File: config.mk
export PLATFORM = sky130hd
export DESIGN_NAME = fifo_word_packer_flat
export DESIGN_NICKNAME = d
export VERILOG_FILES = /design/src/rtl/fifo_word_packer_if.sv /design/src/rtl/fifo_word_packer.sv /design/src/flat_wrapper.sv
export SDC_FILE = /design/constraint.sdc
export NUM_CORES = 1
export LEC_CHECK = 0
export BUFFER_PORTS_ARGS = -buffer_cell sky130_fd_sc_hd__clkbuf_2
export CORE_MARGIN = 3
export CORE_UTILIZATION = 45
export CTS_CLUSTER_SIZE = 20
export DETAILED_ROUTE_END_ITERATION = 10
export GPL_ROUTABILITY_DRIVEN = 0
export GPL_TIMING_DRIVEN = 1
export PLACE_DENSITY = 0.66
export SLEW_MARGIN = 20
export SYNTH_ARGS = -nofsm -noshare
export SYNTH_HDL_FRONTEND = slang
export SYNTH_SLANG_ARGS = --single-unit
export TNS_END_PERCENT = 50
File: constraint.sdc
create_clock -name clk -period 3.9 [get_ports clk]
set_input_delay 0.78 -clock clk [delete_from_list [all_inputs] [get_ports clk]]
set_output_delay 0.78 -clock clk [all_outputs]
set_load 0.01 [all_outputs]
File: src/rtl/fifo_word_packer_if.sv
// Bundle of the FIFO-read side and the packed-word stream side of the word packer.
interface fifo_word_packer_if #(
  parameter int unsigned DATA_W = 8,
  parameter int unsigned BYTES  = 4
);
  logic [DATA_W-1:0]       rdata;
  logic                    rempty;
  logic                    read_enable;
  logic                    flush;
  logic [DATA_W*BYTES-1:0] out_data;
  logic [BYTES-1:0]        out_keep;
  logic                    out_last;
  logic                    out_valid;
  logic                    out_ready;
  logic                    busy;

  // Packer side
  modport master (
    input  rdata, rempty, flush, out_ready,
    output read_enable, out_data, out_keep, out_last, out_valid, busy
  );

  // FIFO / downstream side
  modport slave (
    output rdata, rempty, flush, out_ready,
    input  read_enable, out_data, out_keep, out_last, out_valid, busy
  );
endinterface

File: src/rtl/fifo_word_packer.sv
// Pops bytes from the async FIFO read port and packs them little-endian into
// BYTES-wide words on a valid/ready stream; a flush closes a partial word.
module fifo_word_packer #(
  parameter int unsigned DATA_W = 8,
  parameter int unsigned BYTES  = 4
) (
  input  logic                 clk,
  input  logic                 rst,
  fifo_word_packer_if.master   bus
);

  localparam int unsigned CNT_W  = $clog2(BYTES + 1);
  localparam int unsigned WORD_W = DATA_W * BYTES;

  logic [BYTES-1:0][DATA_W-1:0] asm_q, asm_d, asm_w;
  logic [CNT_W-1:0]             cnt_q, cnt_d, cnt_w;
  logic                         inflight_q;
  logic                         flush_pend_q, flush_pend_d;
  logic [WORD_W-1:0]            out_data_q, out_data_d;
  logic [BYTES-1:0]             out_keep_q, out_keep_d;
  logic                         out_last_q, out_last_d;
  logic                         out_valid_q, out_valid_d;
  logic [BYTES-1:0]             part_keep_c;
  logic                         read_enable_c;
  logic                         pop_c;
  logic                         slot_free_c;

  // Pop only while there is room for every byte already requested
  assign read_enable_c = rst & ~flush_pend_q &
                         ((32'(cnt_q) + 32'(inflight_q)) < 32'(BYTES));
  assign pop_c         = read_enable_c & ~bus.rempty;
  assign slot_free_c   = ~out_valid_q | bus.out_ready;

  assign bus.read_enable = read_enable_c;
  assign bus.out_data    = out_data_q;
  assign bus.out_keep    = out_keep_q;
  assign bus.out_last    = out_last_q;
  assign bus.out_valid   = out_valid_q;
  assign bus.busy        = (cnt_q != '0) | inflight_q | out_valid_q | flush_pend_q;

  // Assembly, flush handling and output-slot loading
  always_comb begin
    asm_w = asm_q;
    cnt_w = cnt_q;
    if (inflight_q) begin
      for (int unsigned i = 0; i < BYTES; i++) begin
        if (CNT_W'(i) == cnt_q) asm_w[i] = bus.rdata;
      end
      cnt_w = cnt_q + CNT_W'(1);
    end

    for (int unsigned i = 0; i < BYTES; i++) begin
      part_keep_c[i] = (CNT_W'(i) < cnt_q);
    end

    asm_d        = asm_w;
    cnt_d        = cnt_w;
    flush_pend_d = flush_pend_q | bus.flush;
    out_data_d   = out_data_q;
    out_keep_d   = out_keep_q;
    out_last_d   = out_last_q;
    out_valid_d  = out_valid_q & ~bus.out_ready;

    if (flush_pend_q && !inflight_q) begin
      // Last byte has landed: close whatever is assembled
      if (cnt_q == '0) begin
        flush_pend_d = 1'b0;
      end else if (slot_free_c) begin
        out_data_d   = asm_q;
        out_keep_d   = part_keep_c;
        out_last_d   = 1'b1;
        out_valid_d  = 1'b1;
        cnt_d        = '0;
        asm_d        = '0;
        flush_pend_d = 1'b0;
      end
    end else if ((cnt_w == CNT_W'(BYTES)) && slot_free_c) begin
      // Full word, bypassing the landing byte straight into the slot
      out_data_d  = asm_w;
      out_keep_d  = '1;
      out_last_d  = flush_pend_q;
      out_valid_d = 1'b1;
      cnt_d       = '0;
      asm_d       = '0;
    end
  end

  // State registers
  always_ff @(posedge clk or negedge rst) begin
    if (!rst) begin
      asm_q        <= '0;
      cnt_q        <= '0;
      inflight_q   <= 1'b0;
      flush_pend_q <= 1'b0;
      out_data_q   <= '0;
      out_keep_q   <= '0;
      out_last_q   <= 1'b0;
      out_valid_q  <= 1'b0;
    end else begin
      asm_q        <= asm_d;
      cnt_q        <= cnt_d;
      inflight_q   <= pop_c;
      flush_pend_q <= flush_pend_d;
      out_data_q   <= out_data_d;
      out_keep_q   <= out_keep_d;
      out_last_q   <= out_last_d;
      out_valid_q  <= out_valid_d;
    end
  end

endmodule

File: src/flat_wrapper.sv
// flat-port wrapper written by rule: the top's interface ports become plain ports
module fifo_word_packer_flat 
#(
  parameter int unsigned DATA_W = 8,
  parameter int unsigned BYTES  = 4
)
  (clk, rst, bus_rdata, bus_rempty, bus_flush, bus_out_ready, bus_read_enable, bus_out_data, bus_out_keep, bus_out_last, bus_out_valid, bus_busy);
  fifo_word_packer_if #(.DATA_W(DATA_W), .BYTES(BYTES)) bus_i ();
  input  logic clk;
  input  logic rst;
  input wire logic [$bits(bus_i.rdata)-1:0] bus_rdata;
  input wire logic [$bits(bus_i.rempty)-1:0] bus_rempty;
  input wire logic [$bits(bus_i.flush)-1:0] bus_flush;
  input wire logic [$bits(bus_i.out_ready)-1:0] bus_out_ready;
  output wire logic [$bits(bus_i.read_enable)-1:0] bus_read_enable;
  output wire logic [$bits(bus_i.out_data)-1:0] bus_out_data;
  output wire logic [$bits(bus_i.out_keep)-1:0] bus_out_keep;
  output wire logic [$bits(bus_i.out_last)-1:0] bus_out_last;
  output wire logic [$bits(bus_i.out_valid)-1:0] bus_out_valid;
  output wire logic [$bits(bus_i.busy)-1:0] bus_busy;
  assign bus_i.rdata = bus_rdata;
  assign bus_i.rempty = bus_rempty;
  assign bus_i.flush = bus_flush;
  assign bus_i.out_ready = bus_out_ready;
  assign bus_read_enable = bus_i.read_enable;
  assign bus_out_data = bus_i.out_data;
  assign bus_out_keep = bus_i.out_keep;
  assign bus_out_last = bus_i.out_last;
  assign bus_out_valid = bus_i.out_valid;
  assign bus_busy = bus_i.busy;
  fifo_word_packer #(.DATA_W(DATA_W), .BYTES(BYTES)) u_core (.clk(clk), .rst(rst), .bus(bus_i));
endmodule
# Word-level counts from Yosys, hierarchy flattened
# Index checks and enable logic that the tools add are counted.
# word_totals
ff_bits,75
in_bits,13
output_inout_bits,40
wordCells,77
# classes
n_addsub,2
order_cmp,5
eq_ne,6
muxes,33
n_bitwise,13
n_reduce_logical,7
# ops
cell,count
$mux 32,9
$lt 32x3->1 const B,1
$mux 8,4
$mux 4,4
$mux 3,5
$mux 1,11
$eq 2x3->1 const A,2
$lt 1x3->1 const A,2
$lt 2x3->1 const A,2
$or 1x1->1,5
$add 3x1->4,1
$and 1x1->1,4
$not 1->1,4
$add 3x1->3 const B,1
$eq 1x3->1 const A,1
$eq 3x3->1 const B,1
$logic_not 3->1,1
$reduce_and 3->1,1
$reduce_bool 3->1,1
$logic_and 1x1->1,2
$ne 2x1->1 const B,1
$ne 2x2->1 const B,1
$reduce_bool 2->1,1
$logic_not 1->1,1

# Depth between registers and ports, before layout
# Gate-level depths: netlist of run 1.
# depth
word_depth,6
ltp_mapped,8
depth_no_buf,6

# Worst setup path before layout of run 1
# OpenSTA, ideal clock, no wires.
# synth_path
path_kind,flip-flop to flip-flop
from,register u_core.cnt_q[1]
to,register u_core.out_keep_q[2] (netlist: u_core.bus.out_keep[2])
setup_time_ns,0.125
t_arrival_ns,1.921
required_ns,3.775
setup_slack_ns,1.854
stages_incl_launch_ff,8
n_path_buf,1
synth_period_minus_slack_ns,2.046
cell_sequence,dfrtp_1 > inv_1 > ha_1 > and4bb_1 > o31ai_4 > a21oi_2 > buf_6 > mux2_4
# synth_between
elab_chain_cells,6
word_cells_on_any_way,12
cone_classes,1 x add/sub; 1 x order compare; 2 x eq/ne; 4 x mux; 4 x reduce/logical
# synth_lines
item,line,source
start: declaration,fifo_word_packer.sv:16,"logic [CNT_W-1:0] cnt_q, cnt_d, cnt_w;"
start signal: assignment,fifo_word_packer.sv:101,cnt_q <= cnt_d;
$add 3x1->3,fifo_word_packer.sv:49,cnt_w = cnt_q + CNT_W'(1);
$mux 3,fifo_word_packer.sv:45,if (inflight_q) begin
$eq 3x3->1,fifo_word_packer.sv:77,end else if ((cnt_w == CNT_W'(BYTES)) && slot_free_c) begin
$logic_and 1x1->1,fifo_word_packer.sv:77,
$reduce_bool 2->1 (no source line),--,
$reduce_and 3->1 (no source line),--,
end signal: assignment,fifo_word_packer.sv:105,out_keep_q <= out_keep_d;
end: declaration,fifo_word_packer.sv:20,"logic [BYTES-1:0] out_keep_q, out_keep_d;"
# Parallel ways exist; a longest one is shown, timed or not. The select of a mux whose other input is x is not followed.
# A chain may end at the register's enable or synchronous reset.

# Worst setup path in the final report of run 1
# layout_path
from,register u_core.cnt_q[1]
to,register u_core.out_data_q[2] (netlist: u_core.bus.out_data[2])
# layout_between
elab_chain_cells,6
word_cells_on_any_way,12
cone_classes,1 x add/sub; 2 x eq/ne; 5 x mux; 4 x reduce/logical
# layout_lines
item,line,source
$add 3x1->3,fifo_word_packer.sv:49,
$mux 3,fifo_word_packer.sv:45,
$eq 3x3->1,fifo_word_packer.sv:77,
$logic_and 1x1->1,fifo_word_packer.sv:77,
$reduce_bool 2->1 (no source line),--,
$reduce_and 3->1 (no source line),--,
end signal: assignment,fifo_word_packer.sv:104,out_data_q <= out_data_d;
end: declaration,fifo_word_packer.sv:19,"logic [WORD_W-1:0] out_data_q, out_data_d;"
# Parallel ways exist; a longest one is shown, timed or not. The select of a mux whose other input is x is not followed.

==> run_results.csv, run 1 <==
group,metric,value,unit
status,status,"completed",
setup_path,endpoint_kind,"flip-flop",
yosys,synth_top_area_cell,"dfrtp_1",
cells_and_area,fill_cells,612,
grt,grt_pass1_vias,1916,
drt,routed_wl,5.86,mm
cells_and_area,seqCellArea,1880,µm²
drt,viasPerCell,4.73,
grt,antenna_found_initial,0,
die,start_util,0.467,
sta,final-hold-violation-count,0,
worst_hold_path,hp-start,"u_core.bus.out_last",
yosys,postSynthAreaPerCell,12.0,µm²
grt,grt_max_degree,76,
die,row_count,30,
placement,port-buffer-count,52,
yosys,synth_common_cells,"dfrtp_1, mux2i_1, nor2_1",
grt,grtUsageMet2,0.213,
die,dieArea,8170,µm²
die,die_h,90.4,µm
clock_tree,insertion_delay,340,ps
sta,finalCritPeriodShare,0.682,
drt,wl_per_cell,13.8,µm
sta,period_needed,2660,ps
die,coreArea,6870,µm²
cells_and_area,fin_nets,340,
cells_and_area,multiInputGateArea,1130,µm²
sta,grt_setup_unrepaired,"no",
sta,maxSlewViolCount,0,
clock_tree,cts_tree,"built",
yosys,synthTopCellsByArea,"dfrtp_1, mux2i_1, nor2_1, inv_1, ha_1",
yosys,synth_area,3210,µm²
yosys,synthCells,267,
clock_tree,root_buffer,"clkbuf_8",
sta,clock_skew,8.96,ps
yosys,yosys_warnings,0,
worst_hold_path,min_path_cells,2,
yosys,synth.net_count,284,
setup_path,arrival,2920,ps
clock_tree,cts_resized,0,
sta,worst_pin_slew,921,ps
cells_and_area,drive_above_1_share,0.229,
grt,grt_util_all_layers,0.154,
yosys,yosysMostFrequentCell,"dfrtp_1",
setup_path,r2r_slack,1240,ps
grt,gr-usage-met3,0.0408,
drt,initialDrtViolationCount,83,
grt,overflow,0,
setup_path,critical_path.reg2reg.startpoint,"u_core.cnt_q[1]",
pwr,ir_worst_vdd,275,µV
clock_tree,clockBufferDepth,2,
clock_tree,cts_setup_buffers,0,
clock_tree,numCtsBuffers,9,
yosys,ys.flop_type,"dfrtp_1",
pwr,powerDensity,749,nW/µm²
clock_tree,htreeDepth,3,
yosys,ys_seq_area_frac,0.585,
yosys,synth.distinct_cells,29,
yosys,synth_top_area_frac,0.585,
clock_tree,clock-sinks,75,
grt,grtUsageMet1,0.231,
clock_tree,cts.clk_slew.worst_paths,80,ps
setup_path,required,4160,ps
die,io_pins,53,
sta,setup_tns,0,ps
cells_and_area,syn2layout_area_growth,17.4,%
grt,grt_pass1_wl,9.94,mm
setup_path,critical_path_class,"reg -> reg",
sta,max-slew-margin-rel,0.386,
cells_and_area,antenna_cells,0,
setup_path,reg2regPathDepth,7,
grt,grt_busiest_layer,"met1",
placement,hpwl,3.90,mm
yosys,synth-async-reset-ratio,1.00,
drt,num_vias,2006,
drt,postRouteAntennaNets,0,
setup_path,path_max_fanout,35,
sta,finalSetupViolCount,0,
yosys,synth_seq_cells,75,
sta,max_freq,0.376,GHz
yosys,synth_edf_count,0,
setup_path,worst_setup_path_start_kind,"flip-flop",
pwr,p_leak,0.00200,µW
die,die_x,90.4,µm
sta,whs,509,ps
job,cap_violations,0,
clock_tree,ctsHoldBuffers,0,
drt,remaining_drc_errors,0,
worst_hold_path,worstHoldEndpoint,"u_core.bus.out_last",
setup_path,r2r_end,"u_core.bus.out_data[2]",
cells_and_area,postLayoutCoreUtil,0.548,
worst_hold_path,hold_path_class,"reg -> reg",
drt,dr.pass1.iters,4,
## cell type report
class                      count  share of cell area
tap                           96              0.0319
inverter                      35              0.0349
clock inverter                 5              0.0163
timing repair buffer          55              0.0791
clock buffer                  11              0.0376
multi-input combinational    147               0.302
sequential                    75               0.499
## flip-flops by register name (all words and copies together) (netlist names)
name                  cells
u_core.bus.out_data      32
u_core.flush_pend_q       1
u_core.cnt_q              3
u_core.bus.out_last       1
u_core.bus.out_keep       4
u_core.bus.out_valid      1
u_core.asm_q             32
u_core.inflight_q         1
## critical path, stage by stage, from the launching register on
cell and delay (ps):
dfrtp_1 480, inv_1 100, ha_1 320, and4bb_1 330, o31ai_4 90, a21oi_4 680
buf_12 310, mux2i_1 240
## kinds of logic after synthesis
group | count (synthesis) | synth area share
multiplexers | 67 | 0.211
flip-flops | 75 | 0.585
XOR/XNOR | 2 | 0.00546
buffers and inverters | 45 | 0.0632
AND/OR/NAND/NOR | 61 | 0.0886
adder cells (fa/ha/maj) | 4 | 0.0156
AO/OA/AOI/OAI | 13 | 0.0308
## per-layer routing
layer	vias to the layer above	routed length [µm]
met5	-	0
met4	0	70
met3	6	210
met2	44	2570
met1	967	3010
li1	989	-
## power by group
group	switching, µW	internal [µW]	leakage, µW	total (µW)
combinational	591	450	0.000903	1040
sequential	138	1040	0.00100	1170
clock	287	315	0.0000922	603
## placed cells by master, fill, tap and decap left out, types with 2 or more instances in the layout
cell,count
nor2b_1,3
nand3_1,3
ha_1,4
nand2_1,6
inv_1,35
dfrtp_1,75
clkinvlp_4,3
clkbuf_8,10
a2bb2oi_1,2
buf_4,3
mux2i_1,65
a21oi_1,4
and4bb_1,2
nand2b_1,4
clkbuf_2,51
nor2_1,39
o21ai_0,3
## stage by stage
step / total power [µW] / setup slack, ps / area [µm²] / instances
6_report: 2820 / 1240 / 3760 / 424
5_1_grt: 3030 / 1030 / 3760 / 424
4_1_cts: 2860 / 1200 / 3760 / 424
3_5_place_dp: 2240 / 1230 / 3560 / 408
3_3_place_gp: 2210 / 1340 / 3560 / 408
2_1_floorplan: 1940 / 1850 / 3210 / 267
## worst max path at each step
stage                     slack (ps)                 endpoint            start  cells after the start
after CTS                       1200   u_core.bus.out_data[2]  u_core.cnt_q[1]                      7
final                           1240   u_core.bus.out_data[2]  u_core.cnt_q[1]                      7
after global routing            1030   u_core.bus.out_data[2]  u_core.cnt_q[1]                      7
after global placement          1340  u_core.bus.out_data[11]  u_core.cnt_q[1]                      7
after detailed placement        1230   u_core.bus.out_data[2]  u_core.cnt_q[1]                      7
after floorplan                 1850   u_core.bus.out_keep[2]  u_core.cnt_q[1]                      7
Power figures use the tool's default switching activity.
==> inputs of run 2 (changes only) <==
clock period = 2.75 ns   (was 3.9 ns; I/O delays follow)
==> run 2 against run 1 <==
Effect of this change: cell count is the same; clock skew is 2.3 ps lower; via count shrank 0.55%; die area unchanged; worst setup slack worse by 860 ps; utilization is 0.091 points higher; critical path type is now reg -> out; critical endpoint is now bus_busy; highest routed layer unchanged.
==> run_results.csv, run 2 (same netlist as run 1, synthesis figures left out) <==
group,metric,value,unit
die,io_pins,53,
worst_hold_path,hp-start,"bus_rempty",
clock_tree,cts_setup_buffers,0,
setup_path,critical_path_class,"reg -> out",
setup_path,r2r_end,"u_core.bus.out_keep[2]",
clock_tree,ctsHoldBuffers,0,
job,cap_violations,0,
setup_path,critical_path.reg2reg.startpoint,"u_core.cnt_q[1]",
drt,num_vias,1995,
cells_and_area,syn2layout_area_growth,17.6,%
pwr,p_leak,0.00201,µW
sta,period_needed,2370,ps
clock_tree,cts.clk_slew.worst_paths,70,ps
grt,grt_busiest_layer,"met1",
worst_hold_path,min_path_cells,2,
pwr,p_int,2620,µW
pwr,comb_power_share,0.367,
sta,maxSlewViolCount,0,
drt,remaining_drc_errors,0,
pwr,ir_worst_vdd,409,µV
clock_tree,htreeDepth,3,
die,start_util,0.467,
setup_path,reg2regPathDepth,7,
pwr,power_frac_seq,0.411,
sta,finalSetupViolCount,0,
pwr,swShare,0.350,
sta,grt_setup_unrepaired,"no",
clock_tree,cts_resized,0,
setup_path,r2r_slack,430,ps
clock_tree,numCtsBuffers,9,
setup_path,max_stage_delay,470,ps
setup_path,crit_start,"u_core.cnt_q[1]",
cells_and_area,final_common_cell,"dfrtp_1",
setup_path,endpoint_kind,"primary output",
die,dieArea,8170,µm²
sta,clock_skew,6.67,ps
setup_path,crit_slowest_cell,"dfrtp_1",
grt,grt_util_all_layers,0.153,
cells_and_area,most-common-layout-cells,"dfrtp_1, mux2i_1, clkbuf_2, nor2_1, inv_1",
pwr,p_switching,1420,µW
sta,finalCritPeriodShare,0.863,
setup_path,crit_path_cell_trace,"inv_1 > ha_1 > nand2b_1 > or4_1 > clkbuf_2",
clock_tree,insertion_delay,330,ps
drt,postRouteAntennaNets,0,
grt,grt_pass1_vias,2038,
status,status,"completed",
die,die_h,90.4,µm
placement,port-buffer-count,52,
drt,dr.pass1.iters,4,
cells_and_area,fin_nets,340,
clock_tree,clock-sinks,75,
worst_hold_path,worstHoldEndpoint,"u_core.inflight_q",
cells_and_area,drive_above_1_share,0.223,
setup_path,required,2200,ps
grt,gr-usage-met3,0.0383,
die,die_x,90.4,µm
grt,grt_max_degree,76,
grt,grtUsageMet2,0.223,
setup_path,worst_setup_path_start_kind,"flip-flop",
cells_and_area,postLayoutCoreUtil,0.549,
drt,routed_wl,5.85,mm
worst_hold_path,hold_path_class,"in -> reg",
sta,worst_pin_slew,924,ps
die,row_count,30,
cells_and_area,antenna_cells,0,
drt,initialDrtViolationCount,60,
setup_path,path_max_fanout,8,
sta,max_freq,0.422,GHz
setup_path,arrival,1820,ps
pwr,power_frac_clock,0.223,
sta,max-slew-margin-rel,0.384,
die,coreArea,6870,µm²
grt,overflow,0,
grt,grt_pass1_wl,10.1,mm
sta,final-hold-violation-count,0,
grt,antenna_found_initial,0,
clock_tree,cts_tree,"built",
pwr,powerDensity,1070,nW/µm²
drt,wl_per_cell,13.8,µm
grt,grtUsageMet1,0.224,
drt,viasPerCell,4.71,
placement,hpwl,4.00,mm
clock_tree,clockBufferDepth,2,
clock_tree,root_buffer,"clkbuf_8",
sta,setup_tns,0,ps
==> run 2: cell count changes in the layout (fill, tap and decap cells not counted) <==
cell        change
clkinv_2        +1
clkinvlp_4      -3
clkbuf_1        +2
bufinv_16       +1
clkbuf_8        -1
==> run 2: how the worst max path moves through the flow <==
stage	to	slack (ps)	cells after the start
floorplan	u_core.bus.out_keep[2]	700	7
global placement	u_core.bus.out_keep[2]	530	7
detailed placement	u_core.bus.out_keep[2]	440	7
CTS	bus_busy	360	5
global route	bus_busy	230	5
finish	bus_busy	380	5
==> run 2: power groups by stage <==
stage | clock network (µW) | registers, µW | logic [µW]
6_report | 900 | 1660 | 1480
5_1_grt | 961 | 1710 | 1660
4_1_cts | 919 | 1660 | 1500
3_5_place_dp | 0 | 1680 | 1500
3_3_place_gp | 0 | 1670 | 1470
2_1_floorplan | 0 | 1720 | 1040
==> run 2: critical path: cells and delay by family (launching register included) <==
kind | cells | cell delay, ps
adder cells (fa/ha/maj) | 1 | 220
flip-flops | 1 | 470
AND/OR/NAND/NOR | 2 | 530
buffers and inverters | 2 | 270
==> run 2: final cells by class <==
class / count / area [µm²]
well taps: 96 / 120
repair buffers: 55 / 298
clock inverters: 4 / 73.8
multi-input cells: 147 / 1130
flip-flops and latches: 75 / 1880
clock buffers: 12 / 135
inverters: 35 / 131
fillers: 625 / 3100
==> run 2: routing by layer <==
layer,vias up,share of wire
met2,40,0.44
met3,6,0.037
met5,-,0
met1,967,0.51
li1,982,-
met4,0,0.0058
==> run 2: stage by stage <==
stage	total power (µW)	cell area (µm²)	instances	hold WS (ps)	setup WS, ps
floorplan	2760	3210	267	254	704
global placement	3140	3560	408	498	533
detailed placement	3180	3560	408	505	444
CTS	4090	3770	424	349	360
global route	4330	3770	424	350	228
finish	4040	3770	424	364	378
==> inputs of run 3 (changes only) <==
CAP_MARGIN = 20   (was default)
PLACE_DENSITY = 0.62   (was 0.66)
==> run 3 against run 2 <==
Effect of this change: hold slack got worse by 6.9 ps; clock-buffer cell count decreased by 3; highest routed layer unchanged; clock skew increased by 6.2 ps; non-clock buffer count increased by 1; flip-flop and latch count unchanged; cell area increased by 0.36%; largest power group unchanged; power increased by 0.41%; global-route usage increased by 0.59 points.
==> run_results.csv, run 3 (same netlist as run 1, synthesis figures left out) <==
group,metric,value,unit
die,start_util,0.467,
grt,grt_pass1_vias,2040,
grt,grt_max_degree,76,
clock_tree,cts_resized,0,
status,status,"completed",
setup_path,endpoint_kind,"primary output",
clock_tree,numCtsBuffers,9,
worst_hold_path,worstHoldEndpoint,"u_core.inflight_q",
drt,viasPerCell,4.71,
worst_hold_path,hold_path_class,"in -> reg",
clock_tree,htreeDepth,3,
sta,final-hold-violation-count,0,
clock_tree,cts.clk_slew.worst_paths,70,ps
clock_tree,cts_tree,"built",
sta,period_needed,2350,ps
pwr,finalPower,4050,µW
sta,maxSlewViolCount,0,
die,io_pins,53,
worst_hold_path,min_path_cells,2,
drt,wl_per_cell,14.2,µm
setup_path,r2r_end,"u_core.bus.out_data[7]",
pwr,powerDensity,1070,nW/µm²
sta,worst_pin_slew,935,ps
setup_path,r2r_slack,520,ps
pwr,ir_worst_vdd,560,µV
die,dieArea,8170,µm²
cells_and_area,fin_nets,341,
pwr,p_leak,0.00202,µW
setup_path,reg2regPathDepth,7,
placement,port-buffer-count,52,
setup_path,required,2200,ps
grt,overflow,0,
grt,grt_pass1_wl,10.1,mm
drt,initialDrtViolationCount,78,
drt,dr.pass1.iters,4,
setup_path,path_max_fanout,8,
setup_path,worst_setup_path_start_kind,"flip-flop",
clock_tree,ctsHoldBuffers,0,
placement,place_area,3570,µm²
die,die_x,90.4,µm
sta,whs,357,ps
grt,antenna_found_initial,0,
clock_tree,root_buffer,"clkbuf_8",
clock_tree,insertion_delay,340,ps
cells_and_area,syn2layout_area_growth,18.0,%
worst_hold_path,hp-start,"bus_rempty",
placement,dp_slack,498,ps
drt,remaining_drc_errors,0,
clock_tree,cts_setup_buffers,0,
sta,grt_setup_unrepaired,"no",
cells_and_area,final_common_cell,"dfrtp_1",
sta,finalCritPeriodShare,0.855,
clock_tree,clock-sinks,75,
drt,routed_wl,6.03,mm
die,die_h,90.4,µm
job,cap_violations,0,
die,coreArea,6870,µm²
clock_tree,clockBufferDepth,2,
sta,finalSetupViolCount,0,
sta,fin_ws,398,ps
cells_and_area,most-common-layout-cells,"dfrtp_1, mux2i_1, clkbuf_2, nor2_1, inv_1",
cells_and_area,drive_above_1_share,0.232,
setup_path,arrival,1800,ps
cells_and_area,antenna_cells,0,
sta,max-slew-margin-rel,0.377,
placement,hpwl,4.06,mm
sta,clock_skew,12.9,ps
die,row_count,30,
grt,grt_util_all_layers,0.159,
drt,postRouteAntennaNets,0,
sta,setup_tns,0,ps
drt,num_vias,1996,
sta,max_freq,0.425,GHz
cells_and_area,design_area,3780,µm²
setup_path,critical_path_class,"reg -> out",
setup_path,critical_path.reg2reg.startpoint,"u_core.cnt_q[1]",
## run 3: changes by cell type in the layout (fill, tap and decap cells not counted), sizes merged
cell    previous run  this run
buf                4         5
clkbuf            63        60
clkinv             1         4
inv               36        35
## run 3: cell type report
class	instances	area (µm²)
clock buffer	9	124
tap	96	120
sequential	75	1880
clock inverter	6	91.3
timing repair buffer	56	305
inverter	35	131
fill	624	3090
multi-input combinational	147	1130
## run 3: layer usage
metal,track usage,wire (µm),part of all wire,up-vias
met3,0.0317,217,0.036,8
met5,0,0,0,-
met4,0.0765,104,0.017,0
met2,0.230,2690,0.45,40
met1,0.228,3010,0.50,965
li1,-,-,-,983
## run 3: power by group
part / total (µW) / leakage (µW) / switching (µW) / internal (µW)
clock: 912 / 0.000109 / 403 / 509
sequential: 1660 / 0.00100 / 194 / 1470
combinational: 1480 / 0.000908 / 832 / 646
## run 3: worst max path at each step
stage	start	end	slack (ps)	depth (start not counted)
detailed placement	u_core.cnt_q[1]	u_core.bus.out_data[10]	500	7
floorplan	u_core.cnt_q[1]	u_core.bus.out_keep[2]	700	7
finish	u_core.cnt_q[1]	bus_busy	400	5
CTS	u_core.cnt_q[1]	bus_busy	370	5
global route	u_core.cnt_q[1]	bus_busy	300	5
global placement	u_core.cnt_q[1]	u_core.bus.out_data[10]	600	7
## run 3: through the flow
stage,cells,utilization
floorplan,267,-
global placement,409,0.519
detailed placement,409,0.519
CTS,424,0.551
global route,424,0.551
finish,424,0.551
## run 3: worst max-delay path: stages (launching register included)
cell and delay (ps):
dfrtp_1 470, inv_1 130, ha_1 210, nand2b_1 120, or4_1 400, clkbuf_2 140
